--- config.mk ---
export PLATFORM = sky130hd
export DESIGN_NAME = mux_skid_reg
export DESIGN_NICKNAME = d
export VERILOG_FILES = /design/src/rtl/cpu_pipe_pkg.sv /design/src/rtl/mux_n1.sv /design/src/rtl/mux_skid_reg.sv
export SDC_FILE = /design/constraint.sdc
export NUM_CORES = 1
export LEC_CHECK = 0
export CORE_MARGIN = 2
export CORE_UTILIZATION = 41
export DETAILED_ROUTE_END_ITERATION = 10
export MAX_ROUTING_LAYER = met4
export PLACE_DENSITY = 0.79
export SYNTH_ARGS = -nofsm -noshare
export SYNTH_HDL_FRONTEND = slang
export SYNTH_SLANG_ARGS = --single-unit
--- constraint.sdc ---
create_clock -name clk -period 2.7 [get_ports clk]
set_clock_uncertainty 0.2 [all_clocks]
set_input_delay 0.54 -clock clk [delete_from_list [all_inputs] [get_ports clk]]
set_output_delay 0.54 -clock clk [all_outputs]
set_load 0.01 [all_outputs]
--- src/rtl/cpu_pipe_pkg.sv ---
// Shared definitions for CPU pipeline stages.
//   skid_state_e : occupancy of a 2-entry skid buffer (EMPTY / ONE / FULL)
//   sel_width()  : select-index width for an N-input selector (minimum 1)
package cpu_pipe_pkg;

  typedef enum logic [1:0] {
    EMPTY = 2'd0,
    ONE   = 2'd1,
    FULL  = 2'd2
  } skid_state_e;

  function automatic int unsigned sel_width(input int unsigned n);
    return (n <= 2) ? 1 : $clog2(n);
  endfunction

endpackage

--- src/rtl/mux_n1.sv ---
// Combinational NUM_IN:1 word select.
// Ports:
//   i_data : packed inputs, input i at [i*WIDTH +: WIDTH]
//   i_sel  : index of the input to select
//   o_data : selected word, 0 when i_sel is out of range
//   o_err  : 1 when i_sel >= NUM_IN
module mux_n1
  import cpu_pipe_pkg::*;
#(
  parameter int unsigned WIDTH  = 32,
  parameter int unsigned NUM_IN = 4,
  parameter int unsigned SEL_W  = sel_width(NUM_IN)
) (
  input  logic [NUM_IN*WIDTH-1:0] i_data,
  input  logic [SEL_W-1:0]        i_sel,
  output logic [WIDTH-1:0]        o_data,
  output logic                    o_err
);

  always_comb begin
    o_data = '0;
    o_err  = 1'b1;
    for (int unsigned i = 0; i < NUM_IN; i++) begin
      if (i_sel == SEL_W'(i)) begin
        o_data = i_data[i*WIDTH +: WIDTH];
        o_err  = 1'b0;
      end
    end
  end

endmodule

--- src/rtl/mux_skid_reg.sv ---
// Registered N:1 operand-select stage with a 2-entry skid buffer.
// The selected {data, err} beat is captured into "main" (head) or "skid"
// (second slot) with valid/ready handshakes on both sides.
// Ports:
//   clk, rst   : rising-edge clock, asynchronous active-high reset
//   in_data    : NUM_IN packed WIDTH-bit inputs
//   in_sel     : input index to capture
//   in_valid   : upstream beat present
//   in_ready   : registered; low only when both slots are full
//   flush      : synchronous discard of all held beats (beats any accept)
//   out_data   : head word
//   out_err    : head beat had an out-of-range select
//   out_valid  : head beat valid
//   out_ready  : downstream accepts head beat
// NUM_IN must be >= 2.
module mux_skid_reg
  import cpu_pipe_pkg::*;
#(
  parameter int unsigned WIDTH  = 32,
  parameter int unsigned NUM_IN = 4,
  parameter int unsigned SEL_W  = sel_width(NUM_IN)
) (
  input  logic                    clk,
  input  logic                    rst,
  input  logic [NUM_IN*WIDTH-1:0] in_data,
  input  logic [SEL_W-1:0]        in_sel,
  input  logic                    in_valid,
  output logic                    in_ready,
  input  logic                    flush,
  output logic [WIDTH-1:0]        out_data,
  output logic                    out_err,
  output logic                    out_valid,
  input  logic                    out_ready
);

  skid_state_e      r_state;
  skid_state_e      w_state_nxt;
  logic [WIDTH-1:0] r_main_data;
  logic             r_main_err;
  logic [WIDTH-1:0] r_skid_data;
  logic             r_skid_err;
  logic             r_in_ready;

  logic [WIDTH-1:0] w_sel_data;
  logic             w_sel_err;
  logic             w_accept;
  logic             w_pop;
  logic             w_load_main;
  logic             w_load_skid;
  logic             w_skid_to_main;

  mux_n1 #(
    .WIDTH  (WIDTH),
    .NUM_IN (NUM_IN),
    .SEL_W  (SEL_W)
  ) u_mux (
    .i_data (in_data),
    .i_sel  (in_sel),
    .o_data (w_sel_data),
    .o_err  (w_sel_err)
  );

  assign w_accept = in_valid & r_in_ready;
  assign w_pop    = out_valid & out_ready;

  always_comb begin
    w_state_nxt    = r_state;
    w_load_main    = 1'b0;
    w_load_skid    = 1'b0;
    w_skid_to_main = 1'b0;
    if (flush) begin
      w_state_nxt = EMPTY;
    end else begin
      case (r_state)
        EMPTY: begin
          if (w_accept) begin
            w_state_nxt = ONE;
            w_load_main = 1'b1;
          end
        end
        ONE: begin
          if (w_accept && w_pop) begin
            w_load_main = 1'b1;
          end else if (w_accept) begin
            w_state_nxt = FULL;
            w_load_skid = 1'b1;
          end else if (w_pop) begin
            w_state_nxt = EMPTY;
          end
        end
        FULL: begin
          // in_ready is low here, so a pop is the only possible event
          if (w_pop) begin
            w_state_nxt    = ONE;
            w_skid_to_main = 1'b1;
          end
        end
        default: w_state_nxt = EMPTY;
      endcase
    end
  end

  always_ff @(posedge clk or posedge rst) begin
    if (rst) begin
      r_state    <= EMPTY;
      r_in_ready <= 1'b1;
    end else begin
      r_state    <= w_state_nxt;
      // registered copy of "not FULL" so in_ready never depends on out_ready
      r_in_ready <= (w_state_nxt != FULL);
    end
  end

  always_ff @(posedge clk or posedge rst) begin
    if (rst) begin
      r_main_data <= '0;
      r_main_err  <= 1'b0;
      r_skid_data <= '0;
      r_skid_err  <= 1'b0;
    end else begin
      if (w_load_main) begin
        r_main_data <= w_sel_data;
        r_main_err  <= w_sel_err;
      end else if (w_skid_to_main) begin
        r_main_data <= r_skid_data;
        r_main_err  <= r_skid_err;
      end
      if (w_load_skid) begin
        r_skid_data <= w_sel_data;
        r_skid_err  <= w_sel_err;
      end
    end
  end

  assign in_ready  = r_in_ready;
  assign out_valid = (r_state != EMPTY);
  assign out_data  = r_main_data;
  assign out_err   = r_main_err;

endmodule

Yosys cells after proc, flatten, opt, wreduce, memory -nomap -nowiden
Cells that the tools add are included.
{"block": "word_totals", "register_bits": 69, "latchBits": 0, "ramBits": 0, "romBits": 0, "in_bits": 135, "out_inout_bits": 35, "word_cells": 48, "n_memories": 0}
{"block": "op_classes", "add_sub_neg": 0, "n_mul": 0, "n_div": 0, "magnitude_cmp": 0, "n_eq_ne": 6, "shift": 0, "muxes": 29, "bitwise": 2, "n_reduce_logical": 5}
{"op": "$mux 32", "n": 6}
{"op": "$mux 1", "n": 15}
{"op": "$mux 2", "n": 6}
{"op": "$eq 2x2->1 const B", "n": 3}
{"op": "$pmux 2 s3", "n": 1}
{"op": "$eq 2x1->1 const B", "n": 2}
{"op": "$logic_not 2->1", "n": 2}
{"op": "$reduce_bool 2->1", "n": 2}
{"op": "$and 1x1->1", "n": 2}
{"op": "$ne 2x2->1 const B", "n": 1}
{"op": "$pmux 1 s2", "n": 1}
{"op": "$logic_and 1x1->1", "n": 1}

Depth between registers and ports, before layout
Gate-level depths: netlist (run 1).
{"block": "logic_depth", "ltp_word": 8, "mapped_depth": 5, "depth_no_buf": 4}

Hierarchy
Synthesis (run 1) repeated with hierarchy kept, for this count alone.
{"block": "hier_totals", "hier_cells": 237, "hier_area_um2": 4120.2}
{"module": "mux_skid_reg", "n_inst": 1, "cells_each": 196, "area_each_um2": 3294.4, "seq_area_each_um2": 1727.9}
{"module": "mux_n1", "n_inst": 1, "cells_each": 41, "area_each_um2": 825.8, "seq_area_each_um2": 0.0}

Worst setup path before layout (run 1)
Ideal clock, no wire load.
{"block": "synth_timing", "kind": "input to register", "startpoint": "in in_sel[0]", "endpoint": "reg r_main_data[0], in the netlist out_data[0]", "setup_ns": 0.126, "arrival_ns": 1.707, "required_time_ns": 2.374, "setup_slack_ns": 0.667, "stages": 5, "path_buffers": 2, "path_cell_list": "buf_6 > buf_6 > mux4_2 > and2_1 > a221o_1"}
{"block": "synth_between", "elab_chain_cells": 6, "elab_cells_between_ends": 9, "classes_between": "eq/ne (3); mux (5); reduce/logical (1)"}
{"element": "start, declared", "line_no": "mux_skid_reg.sv:26", "rtl": "input logic [SEL_W-1:0] in_sel,"}
{"element": "$logic_not 2->1", "line_no": "mux_n1.sv:24", "rtl": "if (i_sel == SEL_W'(i)) begin"}
{"element": "$mux 32 (3 in a row)", "line_no": "mux_n1.sv:24"}
{"element": "$mux 32 (*)", "line_no": "mux_n1.sv:24"}
{"element": "$mux 32 (*)", "line_no": "mux_skid_reg.sv:121", "rtl": "if (w_load_main) begin"}
{"element": "end signal, assigned", "line_no": "mux_skid_reg.sv:122", "rtl": "r_main_data <= w_sel_data;"}
{"element": "end signal, assigned", "line_no": "mux_skid_reg.sv:125", "rtl": "r_main_data <= r_skid_data;"}
{"element": "end, declared", "line_no": "mux_skid_reg.sv:38", "rtl": "logic [WIDTH-1:0] r_main_data;"}
Mark *: on every way between the ends. The rest lies on a longest branch, timed or not.
A chain may end at the register's enable or synchronous reset.

Worst setup path after layout (run 1)
{"block": "layout_timing", "startpoint": "reg r_state[1]", "endpoint": "out out_valid"}
{"block": "layout_between", "elab_chain_cells": 1}
{"element": "start, declared", "line_no": "mux_skid_reg.sv:36", "rtl": "skid_state_e r_state;"}
{"element": "start signal, assigned", "line_no": "mux_skid_reg.sv:108", "rtl": "r_state <= w_state_nxt;"}
{"element": "$reduce_bool 2->1", "line_no": "mux_skid_reg.sv:136", "rtl": "assign out_valid = (r_state != EMPTY);"}
{"element": "end, declared", "line_no": "mux_skid_reg.sv:32", "rtl": "output logic out_valid,"}
No other way between the ends.

==> summary.md, run 1 <==
| Metric | Value |
|---|---|
| Run status | complete, no violations |
| Post-cts repair resize count | 0 |
| Routability congestion estimate | 0.7916 |
| Clk root buf | clkbuf_8 |
| DRC | 0 |
| Vias | 2,800 |
| Period utilisation layout | 85.32% |
| Filler instances | around 660 |
| Max_cap viols | 0 |
| Syn nets | approximately 370 |
| Final hold slack | between 0.2 and 0.3 ns |
| Post-cts hold buffer count | 0 |
| Post-synth top flop | dfrtp_1 |
| Die Footprint | ~9500 sq um |
| H-tree levels | 3 |
| Ys Warns | 0 |
| Crit path arrival time | 1.56 ns |
| CTS Buf Count | 9 |
| Diode count | 0 |
| Worst-Margin Slew | between 0.5 and 0.6 ns |
| Number of flops mapped to enable cells by yosys | 0 |
| Area leader, netlist | dfrtp_1 |
| Hold path depth | 1 |
| RSZ-0062 raised after global routing | false |
| Num ports | between 150 and 200 |
| Synth Cell Area | around 3600 sq um |
| Fraction of registers with async set/reset | 100.0% |
| P per Cell Area | 551.6 nW/um^2 |
| Die X | between 90 and 100 um |
| Total grt overflow | 0 |
| Total power | ~3.1 mW |
| Starting Density | ~42% |
| Final hold violation count | 0 |
| R2r endpoint | r_skid_data[10]$_DFFE_PP0P_ |
| Total Wirelength | between 9000 and 10,000 um |
| Setup_tns | 0 ns |
| Worst path required time | 1.96 ns |
| Drt pass-1 iters | 5 |
| Pleak | between 2 and 2.5 nW |
| First-pass GRT wire length | 14,800 um |
| Fraction of layout cells with a size suffix above 1 | a little under a quarter |
| Number of global-route vias before repair | 3,082 |
| Antenna violations before repair | 0 |
| Post-synth top area share | between 40% and 50% |
| 1st-iter DRT viols | 64 |
| Final Max Tran Viols | 0 |
| Final setup fails | 0 |
| Largest net degree at the start of global routing | 38 |
| Top post-synthesis cells by area | dfrtp_1, mux4_2, mux2_2 |
| Post-synthesis sequential area ratio | approximately 48% |
| CTS tree | done |
| IO buf count | approximately 170 |
| P&R area growth vs syn | 55.67% |
| CTS max path bufs | 2 |
| Synth Register Bits | slightly below 70 |
| GR Util All Layers | between 20% and 30% |
| CP Capture Type | output pin |
| FF-to-FF Start | in_ready$_DFF_PP1_ |
| Nets | between 500 and 600 |
| Synthesized area per cell | around 15 sq um |
| Std-Cell Rows | 34 |
| Maximum clock frequency | between 0.4 and 0.5 GHz |
| Worst-path clk slew | 0.07 ns |
| VDD IR max | approximately 0.27 mV |
| Wirelength per Cell | approximately 17 um |
| Hold Path Class | reg -> reg |
| Worst rel slew slack | around 65% |
| Area of the core | between 8000 and 9000 sq um |
| Setup CP Type | reg -> out |
| Vias per inst | roughly 5.4 |
| Worst reg-to-reg setup slack | ~0.76 ns |
| Die height | between 90 and 100 um |
| CP startpoint kind | flop |
| Cell variety after synth | 28 |
| DRT antenna net count | 0 |
| Post-CTS Setup Bufs | 0 |
| Post-Route Utilization | 64.74% |
| R2r worst-path depth | 5 |
| CTS Sinks | 69 |
| Clk_lat worst skew | between 0.3 and 0.4 ns |
| Detail Placement HPWL | approximately 6600 um |
| Hold path endpoint | out_data[29]$_DFFE_PP0P_ |
| Cells after Synth | 237 |
| CP max FO | 6 |
| Hold path start | out_data[29]$_DFFE_PP0P_ |
| Final min period | around 2.3 ns |
[cell usage in the layout, fill, tap and decap left out, types with 3 or more instances in the layout]
master / count
clkinv_2: 3
a221o_1: 31
buf_4: 4
mux2_2: 32
and2_1: 30
buf_12: 4
clkbuf_8: 10
dfrtp_1: 68
mux4_2: 30
clkdlybuf4s50_1: 167
[Yosys cell counts, drive strengths merged, types with 2 or more instances]
cell type / n
mux4: 32
mux2: 32
dfrtp: 68
clkbuf: 9
nand2: 3
and2: 32
inv: 2
a221o: 31
buf: 10
o21ai: 2
nor2: 4
[worst max-delay path by stage]
stage                               startpoint                    endpoint  slack, ns  cells after the start
after floorplan                            rst     out_data[0]$_DFFE_PP0P_       0.22                      1
after global placement                   flush  r_skid_data[7]$_DFFE_PP0P_       0.27                      5
after detailed placement                 flush  r_skid_data[2]$_DFFE_PP0P_       0.23                      5
after CTS                 r_state[1]$_DFF_PP0_                   out_valid       0.37                      2
after global routing      r_state[1]$_DFF_PP0_                   out_valid       0.34                      2
final                     r_state[1]$_DFF_PP0_                   out_valid       0.40                      2
[power by group]
part | internal, mW | switching (mW) | leakage, nW
clock network | 0.338 | 0.345 | 0.0836
logic | 0.639 | 0.297 | 1.34
registers | 1.30 | 0.148 | 0.856
total | 2.28 | 0.790 | 2.28
[logic make-up (layout without fill, tap and decap cells)]
group	after synthesis	in the layout	share of synthesized area [%]
flip-flops	69	69	48.35
multiplexers	64	64	30.46
AND/OR/NAND/NOR	46	46	8.159
AO/OA/AOI/OAI	36	36	9.629
buffers and inverters	21	192	3.151
XOR/XNOR	1	1	0.2451
[metrics by stage]
step	cell area (sq um)	instances	setup slack [ns]
6_report	5563	516	0.3963
3_3_place_gp	5410	503	0.2748
2_1_floorplan	3573	237	0.2218
3_5_place_dp	5410	503	0.2266
4_1_cts	5563	516	0.3729
5_1_grt	5563	516	0.3416
[cell type report]
cell class | instances | area, sq um | area share [%]
clock inverters | 3 | 15.01 | 0.2699
inverters | 2 | 7.507 | 0.1350
clock buffers | 10 | 137.6 | 2.474
flip-flops and latches | 69 | 1728 | 31.06
multi-input cells | 147 | 1748 | 31.42
repair buffers | 177 | 1792 | 32.21
well taps | 108 | 135.1 | 2.429
[flip-flops by register name (all words and copies together), names as in the netlist]
signal	count
r_skid_data	32
r_skid_err	1
r_state	2
out_data	32
out_err	1
in_ready	1
[routing by layer]
metal  GRT usage [%]  wire (um)  share of wire [%]  up-vias
li1                -          -                  -     1272
met1           23.61       3528                 39     1394
met2           34.99       4794                 53      124
met3           3.597        539                6.0       10
met4           8.013        150                1.7        0
met5               -          0                  0        -
[worst max-delay path: stages, from the launching register on]
cell	delay (ns)
dfrtp_1	0.45
or2_2	0.30
clkdlybuf4s50_1	0.49
Power figures use the tool's default switching activity.
==> run 2: changes to the inputs <==
Settings changed: PLACE_DENSITY 0.79 to 0.8.
==> summary.md, run 2 (synthesis results as in run 1) <==
| Metric | Value |
|---|---|
| Num ports | 170 (unchanged) |
| Drt pass-1 iters | 4 (-1) |
| Nets | 542 (+0.18%) |
| Run status | complete, no violations |
| P_int | 2.479 mW (+8.8%) |
| Total power | 3.292 mW (+7.3%) |
| FF-to-FF Start | in_ready$_DFF_PP1_ |
| Total grt overflow | 0 (unchanged) |
| Largest net degree at the start of global routing | 70 (+84%) |
| RSZ-0062 raised after global routing | false |
| Final min period | 2.325 ns (+0.02165 ns) |
| Number of global-route vias before repair | 3,056 (-0.84%) |
| Clk_lat worst skew | 0.33 ns (about the same) |
| CTS max path bufs | 2 (unchanged) |
| Worst setup path start | r_state[1]$_DFF_PP0_ |
| DRT antenna net count | 0 (unchanged) |
| Register Area | 1728 sq um (unchanged) |
| R2r endpoint | r_skid_data[14]$_DFFE_PP0P_ |
| Post-Route Utilization | 65.54% (+0.80 points) |
| Placed instance area | 5418 sq um (+0.14%) |
| Post-CTS Setup Bufs | 0 (unchanged) |
| GR Util All Layers | 21.46% (+1.2 points) |
| Total Wirelength | 9309 um (+3.3%) |
| Antenna violations before repair | 0 (unchanged) |
| Final Max Tran Viols | 0 (unchanged) |
| First-pass GRT wire length | 15,530 um (+4.9%) |
| Vias per inst | 5.401 (-0.47%) |
| Final setup fails | 0 (unchanged) |
| DP Worst Slack | 0.2207 ns (-0.005891 ns) |
| Worst reg-to-reg setup slack | 0.74 ns (-0.02 ns) |
| Clk pwr share | 27.6% (+5.3 points) |
| Filler instances | 653 (-0.46%) |
| Vias | 2,803 (+0.11%) |
| Setup CP Type | reg -> out |
| 1st-iter DRT viols | 84 (+31%) |
| Final Cell Area | 5632 sq um (+1.2%) |
| CTS tree | done |
| Post-cts repair resize count | 0 (unchanged) |
| Hold Path Class | reg -> reg |
| Worst rel slew slack | 69.98% (+5.3 points) |
| Area of the core | 8593 sq um (unchanged) |
| P&R area growth vs syn | 57.60% |
| Most common cell after layout, fill and taps aside | clkdlybuf4s50_1 |
| Worst path required time | 1.96 ns (about the same) |
| DRC | 0 (unchanged) |
| Crit path arrival time | 1.59 ns (+0.03 ns) |
| Die X | 97.36 um (unchanged) |
| Starting Density | 41.58% (unchanged) |
| H-tree levels | 3 (unchanged) |
| CTS Sinks | 69 (unchanged) |
| CP Capture Type | output pin |
| Pleak | 2.310 nW (+1.2%) |
| Post-cts hold buffer count | 0 (unchanged) |
| CP max FO | 6 (unchanged) |
| Hold path start | r_skid_err$_DFFE_PP0P_ |
| Net switching power | 813.1 uW (+3.0%) |
| Commonest non-fill, non-tap cells in the layout | clkdlybuf4s50_1, dfrtp_1, mux2_2 |
| Die height | 97.36 um (unchanged) |
| Worst-path clk slew | 0.08 ns (about the same) |
| Std-Cell Rows | 34 (unchanged) |
| Die Footprint | 9478 sq um (unchanged) |
| Fraction of layout cells with a size suffix above 1 | 22.87% (+0.32 points) |
| Clk root buf | clkbuf_8 |
| P per Cell Area | 584.6 nW/um^2 (+6.0%) |
| Setup_tns | 0 ns (unchanged) |
| Multi-input combinational cell area | 1748 sq um (unchanged) |
| R2r worst-path depth | 5 (unchanged) |
| Reg power frac | 43.9% (-3.3 points) |
| Final worst slack | 0.3746 ns (-0.02165 ns) |
| Maximum clock frequency | 0.4300 GHz (-0.93%) |
| CTS Buf Count | 9 (unchanged) |
| Detail Placement HPWL | 6798 um (+2.5%) |
| Routability congestion estimate | 0.7524 (-5.0%) |
| VDD IR max | 0.2718 mV (+1.8%) |
| Switch share | 24.70% (-1.0 points) |
| Max_cap viols | 0 (unchanged) |
| IO buf count | 169 (unchanged) |
| Wirelength per Cell | 17.94 um (+2.7%) |
| Diode count | 0 (unchanged) |
| Worst-Margin Slew | 0.4503 ns (-0.07904 ns) |
| Gate power share | 28.5% (-2.0 points) |
| Period utilisation layout | 86.13% (+0.80 points) |
| Final hold violation count | 0 (unchanged) |
| CP Capture Point | out_valid |
| CP startpoint kind | flop |
==> run 2: critical path: stages (launching register included) <==
cell	delay, ns
dfrtp_1	0.47
or2_2	0.30
clkdlybuf4s50_1	0.49
==> run 2: metrics by stage <==
| stage | hold WS, ns | cells |
|---|---|---|
| global placement | 0.2627 | 504 |
| detailed placement | 0.2787 | 504 |
| CTS | 0.2977 | 519 |
| floorplan | 0.2418 | 237 |
| global route | 0.3131 | 519 |
| finish | 0.2920 | 519 |
==> run 2: power groups by stage <==
stage | combinational [mW] | sequential [mW] | clock, mW
floorplan | 0.413 | 1.47 | 0
global placement | 0.918 | 1.45 | 0
detailed placement | 0.950 | 1.46 | 0
CTS | 0.952 | 1.44 | 0.932
global route | 1.01 | 1.48 | 0.973
finish | 0.937 | 1.45 | 0.910
==> run 2: worst min-delay path by stage <==
stage	end	cells after the start	slack (ns)
after detailed placement	out_err$_DFFE_PP0P_	2	0.28
after floorplan	out_err$_DFFE_PP0P_	2	0.24
after global routing	out_err$_DFFE_PP0P_	2	0.31
after CTS	out_err$_DFFE_PP0P_	2	0.30
final	out_err$_DFFE_PP0P_	2	0.29
after global placement	out_err$_DFFE_PP0P_	2	0.26
==> run 2: metal layers <==
metal,vias to the layer above,share of wire [%],track usage (%)
li1,1278,-,-
met1,1384,39,25.04
met2,123,52,36.06
met3,18,6.9,4.748
met4,0,2.8,9.081
met5,-,0,-
==> run 2: final cells by class <==
| type | count | share of cell area (%) |
|---|---|---|
| multi-input combinational | 147 | 31.04 |
| clock buffer | 11 | 2.511 |
| clock inverter | 4 | 1.289 |
| inverter | 2 | 0.1333 |
| tap | 108 | 2.399 |
| sequential | 69 | 30.68 |
| timing repair buffer | 178 | 31.95 |
==> run 3: changes to the inputs <==
Settings changed: CORE_UTILIZATION 41 to 37, GPL_ROUTABILITY_DRIVEN set to 0, PLACE_DENSITY 0.8 to 0.77.
Clock period 2.7 ns to 2 ns, I/O delays scaled along.
==> summary.md, run 3 (synthesis results as in run 1) <==
| Metric | Value |
|---|---|
| Post-cts repair resize count | 3 (+3) |
| Number of global-route vias before repair | 3,119 (+2.1%) |
| Final hold violation count | 0 (unchanged) |
| Area of the core | 9284 sq um (+8.0%) |
| CTS tree | done |
| Pleak | 2.367 nW (+2.5%) |
| Hold Path Class | reg -> reg |
| First-pass GRT wire length | 14,860 um (-4.3%) |
| P per Cell Area | 780.9 nW/um^2 (+34%) |
| Final min period | between 1.5 and 2 ns |
| Maximum clock frequency | about 0.51 GHz |
| Final setup fails | 0 (unchanged) |
| Final Max Tran Viols | 0 (unchanged) |
| CTS Buf Count | 9 (unchanged) |
| Buf/Inv on CP | 1 (unchanged) |
| H-tree levels | 3 (unchanged) |
| Detail Placement HPWL | 7137 um (+5.0%) |
| Final hold slack | 0.2849 ns (-0.007069 ns) |
| Die Footprint | 10,460 sq um (+10%) |
| Antenna violations before repair | 0 (unchanged) |
| Worst-Margin Slew | 0.3750 ns (-0.07527 ns) |
| Period utilisation layout | a little over nine tenths |
| Crit path arrival time | 1.36 ns (-0.23 ns) |
| Std-Cell Rows | 35 (+2.9%) |
| CP max stage cell | dfrtp_2 |
| Post-CTS Setup Bufs | 0 (unchanged) |
| GR Util All Layers | 19.22% (-2.2 points) |
| Die height | 102.3 um (+5.1%) |
| Num ports | 170 (unchanged) |
| 1st-iter DRT viols | 108 (+29%) |
| Total grt overflow | 0 (unchanged) |
| Post-cts hold buffer count | 0 (unchanged) |
| RSZ-0062 raised after global routing | false |
| Worst path required time | 1.40 ns (-0.56 ns) |
| Largest delay share family, worst path | flip-flops |
| Largest net degree at the start of global routing | 70 (unchanged) |
| Clk_lat worst skew | 0.34 ns (about the same) |
| Diode count | 0 (unchanged) |
| Total Wirelength | 9545 um (+2.5%) |
| Drt pass-1 iters | 5 (+1) |
| Vias | 2,873 (+2.5%) |
| Worst rel slew slack | 75.00% (+5.0 points) |
| IO buf count | 169 (unchanged) |
| Setup CP Type | reg -> out |
| Die X | 102.3 um (+5.1%) |
| CP startpoint kind | flop |
| Starting Density | 38.49% (-3.1 points) |
| Clk root buf | clkbuf_8 |
| P&R area growth vs syn | 61.41% |
| DRC | 0 (unchanged) |
| Fraction of layout cells with a size suffix above 1 | 24.76% (+1.9 points) |
| Nets | 550 (+1.5%) |
| Vias per inst | 5.233 (-3.1%) |
| Most common cell after layout, fill and taps aside | clkdlybuf4s50_1 |
| Wirelength per Cell | 17.39 um (-3.1%) |
| CTS max path bufs | 2 (unchanged) |
| Max_cap viols | 0 (unchanged) |
| Setup_tns | 0 ns (unchanged) |
| CTS Sinks | 69 (unchanged) |
| Crit-path cells | or2_2, dlygate4sd2_1 |
| CP Capture Type | output pin |
| VDD IR max | 0.3401 mV (+25%) |
| Run status | complete, no violations |
| Worst-path clk slew | 0.08 ns (about the same) |
| CP peak stage delay | 0.45 ns (-0.04 ns) |
| CP max FO | 6 (unchanged) |
| Commonest non-fill, non-tap cells in the layout | clkdlybuf4s50_1, dfrtp_1, mux2_2 |
| DRT antenna net count | 0 (unchanged) |
-- run 3: changes by cell type in the layout (fill, tap and decap cells not counted), sizes merged --
cell / delta
clkinvlp: +1
clkbuf: -1
clkdlybuf4s50: -1
clkinv: +2
inv: -1
dlygate4sd2: +2
buf: +7
-- run 3: stage by stage --
| step | instance area [sq um] | utilization (%) | instances | total power, mW | setup WS [ns] |
|---|---|---|---|---|---|
| after floorplan | 3577 | - | 237 | 2.550 | 0.08153 |
| after global placement | 5545 | 59.73 | 533 | 3.227 | -0.2488 |
| after detailed placement | 5545 | 59.73 | 533 | 3.285 | -0.2866 |
| after CTS | 5768 | 62.13 | 549 | 4.556 | 0.02332 |
| after global routing | 5768 | 62.13 | 549 | 4.735 | 0.004833 |
| final | 5768 | 62.13 | 549 | 4.504 | 0.04141 |
-- run 3: cell type report --
| type | count | area (sq um) |
|---|---|---|
| clock inverter | 6 | 86.33 |
| clock buffer | 10 | 137.6 |
| inverter | 2 | 11.26 |
| tap | 129 | 161.4 |
| fill | 754 | 3516 |
| multi-input combinational | 147 | 1743 |
| timing repair buffer | 186 | 1899 |
| sequential | 69 | 1729 |
-- run 3: worst paths after layout --
kind / endpoint / from / slack (ns) / cells after the start
min reg2reg: out_err$_DFFE_PP0P_ / r_skid_err$_DFFE_PP0P_ / 0.28 / 2
max reg2reg: r_skid_data[15]$_DFFE_PP0P_ / in_ready$_DFF_PP1_ / 0.10 / 5
min in group asynchronous: r_skid_data[3]$_DFFE_PP0P_ / rst / 0.29 / 3
max in group asynchronous: in_ready$_DFF_PP1_ / rst / 0.95 / 3
min: out_err$_DFFE_PP0P_ / r_skid_err$_DFFE_PP0P_ / 0.28 / 2
max: out_valid / r_state[1]$_DFF_PP0_ / 0.04 / 2
-- run 3: worst reg2reg max path: stages (launching register included) --
cell	delay (ns)
dfstp_2	0.53
nand2_1	0.13
nor3b_1	0.31
nand2_2	0.15
buf_12	0.18
mux2_2	0.29
-- run 3: routing by layer --
layer,wire length [um],up-vias,track usage (%)
li1,-,1293,-
met1,3821,1435,23.10
met2,4853,133,32.19
met3,747,12,4.172
met4,123,0,6.564
met5,0,-,-
-- run 3: where the power goes --
| part | switching, mW | internal [mW] | leakage, nW |
|---|---|---|---|
| registers | 0.204 | 1.76 | 0.855 |
| logic | 0.413 | 0.879 | 1.40 |
| clock network | 0.520 | 0.733 | 0.112 |
